==> src/rtl/multicycle_control_unit.sv <==
`default_nettype none
// ============================================================================
// Module   : multicycle_control_unit
// Brief    : IDLE/DECODE/EXEC/MEM/WB instruction sequencer with fetch and
//            data-memory handshakes and a stalled-access timeout.
//            Define PERF_COUNTER_EN to build the saturating retire counter.
// Revision : 1.0 - initial release
// ============================================================================
module multicycle_control_unit #(
  parameter int                  OPCODE_W    = 3,
  parameter logic [OPCODE_W-1:0] LOAD_OP     = OPCODE_W'(3'b000),
  parameter logic [OPCODE_W-1:0] STORE_OP    = OPCODE_W'(3'b100),
  parameter int                  MEM_TIMEOUT = 16,
  parameter int                  CNT_W       = 16
) (
  input  logic                clk,
  input  logic                rst_n,
  input  logic                instr_valid,
  input  logic [OPCODE_W-1:0] OpCode,
  input  logic                mem_ready,
  output logic                instr_ready,
  output logic                IRWriteEnable,
  output logic                PCWriteEnable,
  output logic                MemReadEnable,
  output logic                MemWriteEnable,
  output logic                RegWriteEnable,
  output logic                ResultSrc,
  output logic                mem_error,
  output logic [2:0]          state,
  output logic [CNT_W-1:0]    retired_count
);

  // wait counter only has to reach MEM_TIMEOUT-1
  localparam int c_WAIT_W = (MEM_TIMEOUT > 2) ? $clog2(MEM_TIMEOUT) : 1;

  typedef enum logic [2:0] {
    S_IDLE   = 3'd0,
    S_DECODE = 3'd1,
    S_EXEC   = 3'd2,
    S_MEM    = 3'd3,
    S_WB     = 3'd4
  } state_t;

  state_t                r_state;
  logic [OPCODE_W-1:0]   r_opcodeQ;
  logic [c_WAIT_W-1:0]   r_waitCnt;
  logic                  r_memError;

  logic w_isLoad;
  logic w_isStore;
  logic w_inMem;
  logic w_inWb;
  logic w_accept;
  logic w_storeDone;
  logic w_timeout;

  assign w_isLoad    = (r_opcodeQ == LOAD_OP);
  assign w_isStore   = (r_opcodeQ == STORE_OP);
  assign w_inMem     = (r_state == S_MEM);
  assign w_inWb      = (r_state == S_WB);
  assign w_accept    = (r_state == S_IDLE) && instr_valid;
  assign w_storeDone = w_inMem && w_isStore && mem_ready;

  generate
    if (MEM_TIMEOUT > 0) begin : g_timeout
      // a completing access in the last allowed cycle is not a timeout
      assign w_timeout = w_inMem && !mem_ready &&
                         (r_waitCnt == c_WAIT_W'(MEM_TIMEOUT - 1));
    end else begin : g_noTimeout
      assign w_timeout = 1'b0;
    end
  endgenerate

  always_ff @(posedge clk or negedge rst_n) begin
    if (!rst_n) begin
      r_state    <= S_IDLE;
      r_opcodeQ  <= '0;
      r_waitCnt  <= '0;
      r_memError <= 1'b0;
    end else begin
      r_memError <= w_timeout;
      case (r_state)
        S_IDLE: begin
          if (instr_valid) begin
            r_opcodeQ <= OpCode;
            r_state   <= S_DECODE;
          end
        end
        S_DECODE: begin
          r_waitCnt <= '0;
          r_state   <= (w_isLoad || w_isStore) ? S_MEM : S_EXEC;
        end
        S_EXEC: begin
          r_state <= S_WB;
        end
        S_MEM: begin
          if (mem_ready) begin
            r_state <= w_isLoad ? S_WB : S_IDLE;
          end else if (w_timeout) begin
            r_state <= S_IDLE;
          end else begin
            r_waitCnt <= r_waitCnt + c_WAIT_W'(1);
          end
        end
        S_WB: begin
          r_state <= S_IDLE;
        end
        default: begin
          r_state <= S_IDLE;
        end
      endcase
    end
  end

  assign instr_ready    = (r_state == S_IDLE);
  assign IRWriteEnable  = w_accept;
  assign MemReadEnable  = w_inMem && w_isLoad;
  assign MemWriteEnable = w_inMem && w_isStore;
  assign RegWriteEnable = w_inWb;
  assign PCWriteEnable  = w_inWb || w_storeDone;
  assign ResultSrc      = !(w_inWb && w_isLoad);
  assign mem_error      = r_memError;
  assign state          = r_state;

`ifdef PERF_COUNTER_EN
  logic [CNT_W-1:0] r_retiredCount;

  always_ff @(posedge clk or negedge rst_n) begin
    if (!rst_n) begin
      r_retiredCount <= '0;
    end else if (PCWriteEnable && (r_retiredCount != {CNT_W{1'b1}})) begin
      r_retiredCount <= r_retiredCount + CNT_W'(1);
    end
  end

  assign retired_count = r_retiredCount;
`else
  assign retired_count = '0;
`endif

endmodule
`default_nettype wire

==> config.mk <==
export PLATFORM = sky130hd
export DESIGN_NAME = multicycle_control_unit
export DESIGN_NICKNAME = d
export VERILOG_FILES = /design/src/rtl/multicycle_control_unit.sv
export SDC_FILE = /design/constraint.sdc
export NUM_CORES = 1
export LEC_CHECK = 0
export ABC_AREA = 1
export BUFFER_PORTS_ARGS = -buffer_cell sky130_fd_sc_hd__buf_2
export CAP_MARGIN = 20
export CORE_MARGIN = 3
export CORE_UTILIZATION = 29
export DETAILED_ROUTE_END_ITERATION = 10
export SKIP_CTS_REPAIR_TIMING = 1
export SYNTH_ARGS = -nofsm -noshare
export SYNTH_HDL_FRONTEND = slang
export SYNTH_SLANG_ARGS = --single-unit
export TNS_END_PERCENT = 30
==> constraint.sdc <==
create_clock -name clk -period 2.4 [get_ports clk]
set_input_delay 0.12 -clock clk [delete_from_list [all_inputs] [get_ports clk]]
set_output_delay 0.12 -clock clk [all_outputs]
set_load 0.05 [all_outputs]
Word level (Yosys, flattened, before mapping)
Index checks and enable logic that the tools add are counted.

Bitwise gates (word level): 0. Divide/modulo/power cells: 0. Equality and inequality tests: 10. $add $sub $neg: 1. Shift-type cells: 0. Multiply operators: 0. Reductions and logical operators: 17. $lt $le $gt $ge: 0. Mux-type cells: 9.

Operators with widths (count): 2-to-1 mux 3 bit (4); case mux 3 bit (4 select lines) (1); 2-to-1 mux 4 bit (2); case mux 4 bit (2 select lines) (1); logical AND 1 bit (7); == test 3 x 2 -> 1 bit (second input constant) (2); == test 3 bit (second input constant) (2); zero test 3 bit (2); != test 2 bit (second input constant) (3); adder 4 x 1 -> 4 bit (second input constant) (1); == test 4 bit (second input constant) (1); AND reduction 2 bit (2); == test 3 x 1 -> 1 bit (second input constant) (1); != test 3 x 2 -> 1 bit (second input constant) (1); AND reduction 3 bit (1); zero test 1 bit (2); logical OR 1 bit (2); nonzero test 2 bit (1); 2-to-1 mux 1 bit (1).

Output and inout bits: 27. Register bits: 11. Memories kept: 0. Bits in writable memories: 0. ROM bits: 0. Bits of input ports: 7. Word-level logic and storage cells: 41. Latch bits: 0.

Logic depth before layout (Yosys ltp)
Depth in word-level cells: 6. Mapped depth: 7.

Worst setup path after synthesis
No wires, ideal clock.

Path kind: reg-to-output. From: register r_state[0] (netlist: state[0]). To: output port PCWriteEnable. Data required time: 2.280 ns. Buffers on the path: 0. Slack: 0.139 ns. Data arrival time: 2.141 ns. Cell stages (with the launch flop): 5. Cell sequence: dfrtp_1 nand3_1 nor2_1 nand2_1 nand2_1.

Word-level cells in the longest chain between the ends: 4. Elaborated cells on any way between the ends: 5. Those cells by class: eq/ne: 2; reduce/logical: 3.

Ends and longest elaborated chain: start: declaration (RTL line 44) `state_t r_state;`; start signal: assignment (RTL line 91) `r_state <= (w_isLoad || w_isStore) ? S_MEM : S_EXEC;`; start signal: assignment (RTL line 98) `r_state <= w_isLoad ? S_WB : S_IDLE;`; == test 3 x 2 -> 1 bit (RTL line 59) `assign w_inMem = (r_state == S_MEM);`; logical AND 1 bit; named net MemWriteEnable (RTL line 25) `output logic MemWriteEnable,`; logical AND 1 bit (RTL line 62) `assign w_storeDone = w_inMem && w_isStore && mem_ready;`; logical OR 1 bit (RTL line 120) `assign PCWriteEnable = w_inWb || w_storeDone;`; end: declaration (RTL line 23) `output logic PCWriteEnable,`.

The timed path passes the listed nets, and every way through them passes these cells.

Worst setup path after layout
From: register r_state[2] (netlist: state[2]). To: output port PCWriteEnable.

Word-level cells in the longest chain between the ends: 4. Elaborated cells on any way between the ends: 5. Those cells by class: eq/ne: 2; reduce/logical: 3.

Ends and longest elaborated chain (RTL line): == test 3 x 2 -> 1 bit (59); logical AND 1 bit (2 in a row) (62); logical OR 1 bit * (120).

Mark *: on every way between the ends. The rest lies on a longest branch, timed or not.

==> impl_metrics.tcl <==
set metrics [dict create \
    status "complete, no violations" \
    grt_setup_unrepaired "no" \
    p_leak_nw 0.482 \
    dr.pass1.iters 2 \
    cts_root_buffer "clkbuf_4" \
    layout.nets 126 \
    grt_max_degree 12 \
    regArea_um2 275 \
    critPathMaxFanout 6 \
    synth.avg_cell_area_um2 7.65 \
    hold_viol 0 \
    max_freq_mhz 614 \
    drt_iter0_drc 11 \
    start_kind "flop" \
    worst_hold_path_type "primary input to flop" \
    finalCritPeriodShare 0.679 \
    placed_area_um2 791 \
    portBuffers 17 \
    place_congestion 0.829 \
    syn2layout_area_growth_pct 12.6 \
    rows 17 \
    num_vias 603 \
    die_x_um 56.3 \
    cts_tree "done" \
    stdcell_count 145 \
    final.min_clock_period_ns 1.63 \
    clkLatencyLatePin_ns 0.26 \
    end_kind "output port" \
    critPathKind "flop to output port" \
    yosysWarningCount 0 \
    grt_pass1_wl_um 2160 \
    wire_per_inst_um 9.03 \
    dp_hpwl_um 1080 \
    setup_slack_ns 0.771 \
    ioPinCount 34 \
    grt_pass1_vias 512 \
    fin_util 0.360 \
    wl_um 1310 \
    cp.required_ns 2.28 \
    die_h_um 56.3 \
    power.density_mw_per_mm2 1230 \
    clock_path_buffers 2 \
    cts_made_buffers 3 \
    clock-sinks 11 \
    antenna_cells 0 \
    antenna_found_initial 0 \
    highest_layer "met4" \
    final_common_cell "nand2_1" \
    fillerInstances 253 \
    ys_seq_area_frac 0.375 \
    cts_max_level 1 \
    viasPerCell 4.16 \
    clkTransAtPathRegs_ns 0.06 \
    finalSetupViolations 0 \
    start_util 0.320 \
    tns_ns 0 \
    layout_common_cells "nand2_1 (25), buf_2 (17), conb_1 (16)" \
    ant_nets 0 \
    synth.cell_area_um2 734 \
    drc 0 \
    cp.arrival_ns 1.51 \
    place_ws_ns 1.06 \
    grt_usage 0.0867 \
    clock-skew-final_ns 0.00116 \
    finalMaxSlewViolations 0 \
    core_mm2 0.00230 \
    multiInputGateArea_um2 350 \
    die_area_mm2 0.00317 \
    cap_violations 0 \
    drive_gt1_frac 0.248 \
    wl_met3_um 129 \
    design_area_um2 827 \
    syn_inst 96 \
    peakVddDrop_mv 0.678 \
    met2_length_um 580 \
    ys_seq_elements 11 \
    wl_met1_um 570 \
    dpl.cell_count 140 \
    grt-ovfl-total 0 \
    synth.distinct_cells 18 \
]
## stage by stage
| stage | total power (W) | hold slack (ns) |
|---|---|---|
| after floorplan | 0.000804 | -0.176 |
| after global placement | 0.000894 | 0.00326 |
| after detailed placement | 0.000902 | 0.00162 |
| after CTS | 0.00103 | -0.287 |
| after global routing | 0.00110 | 0.0418 |
| final | 0.00102 | 0.0453 |
## path summary, 6_finish.rpt
| path | cells after the start | start | slack (ns) | to |
|---|---|---|---|---|
| worst max-delay path | 6 | state[2]$_DFFE_PN0P_ | 0.77 | PCWriteEnable |
| worst min-delay path | 3 | OpCode[1] | 0.05 | r_opcodeQ[1]$_DFFE_PN0P_ |
| worst max register to register | 5 | r_waitCnt[0]$_DFFE_PN0P_ | 1.19 | r_waitCnt[0]$_DFFE_PN0P_ |
| worst min register to register | 2 | r_opcodeQ[0]$_DFFE_PN0P_ | 0.48 | r_opcodeQ[0]$_DFFE_PN0P_ |
| max in group asynchronous | 2 | rst_n | 1.94 | r_waitCnt[2]$_DFFE_PN0P_ |
| min in group asynchronous | 2 | rst_n | 0.25 | state[2]$_DFFE_PN0P_ |
## metal layers
metal | track usage | vias up
met5 | 0 | -
met2 | 0.120 | 27
met1 | 0.113 | 264
li1 | - | 308
met3 | 0.0322 | 4
met4 | 0.0508 | 0
## cells in the mapped netlist (all sizes together)
library cell,n,area share
nand2,29,0.18
buf,16,0.16
inv,12,0.061
dfrtp,11,0.37
nand3,11,0.099
nor2,8,0.051
nor3,3,0.020
o21ai,2,0.014
conb,1,0.0051
ha,1,0.017
nand4,1,0.0085
o31ai,1,0.010
## power breakdown
part	switching [W]	internal, W
logic	0.000462	0.000131
registers	0.0000611	0.000241
clock network	0.0000577	0.0000643
## logic make-up after synthesis
group / after synthesis / share of synthesized area
other: 1 / 0.00511
DFF: 11 / 0.375
and+or+nand+nor: 52 / 0.354
AOI/OAI and AO/OA: 3 / 0.0239
buffers and inverters: 28 / 0.225
adders and majority gates: 1 / 0.0170
## sequential cells by signal (all words and copies together) (netlist names)
signal / count
mem_error: 1
r_waitCnt: 4
state: 3
r_opcodeQ: 3
## worst max-delay path: stages, from the launching register on
cell,delay [ns]
dfrtp_1,0.45
inv_1,0.10
nand3_1,0.15
nor2_1,0.18
nand2_1,0.06
nand2_1,0.05
buf_2,0.25
## cell type report
cell class,count,share of cell area
Timing Repair Buffer,18,0.115
Multi-Input combinational cell,72,0.424
Clock buffer,4,0.0318
Tap cell,28,0.0424
Inverter,12,0.0545
Sequential cell,11,0.333
Note: power is estimated with default switching activity, not from simulation.
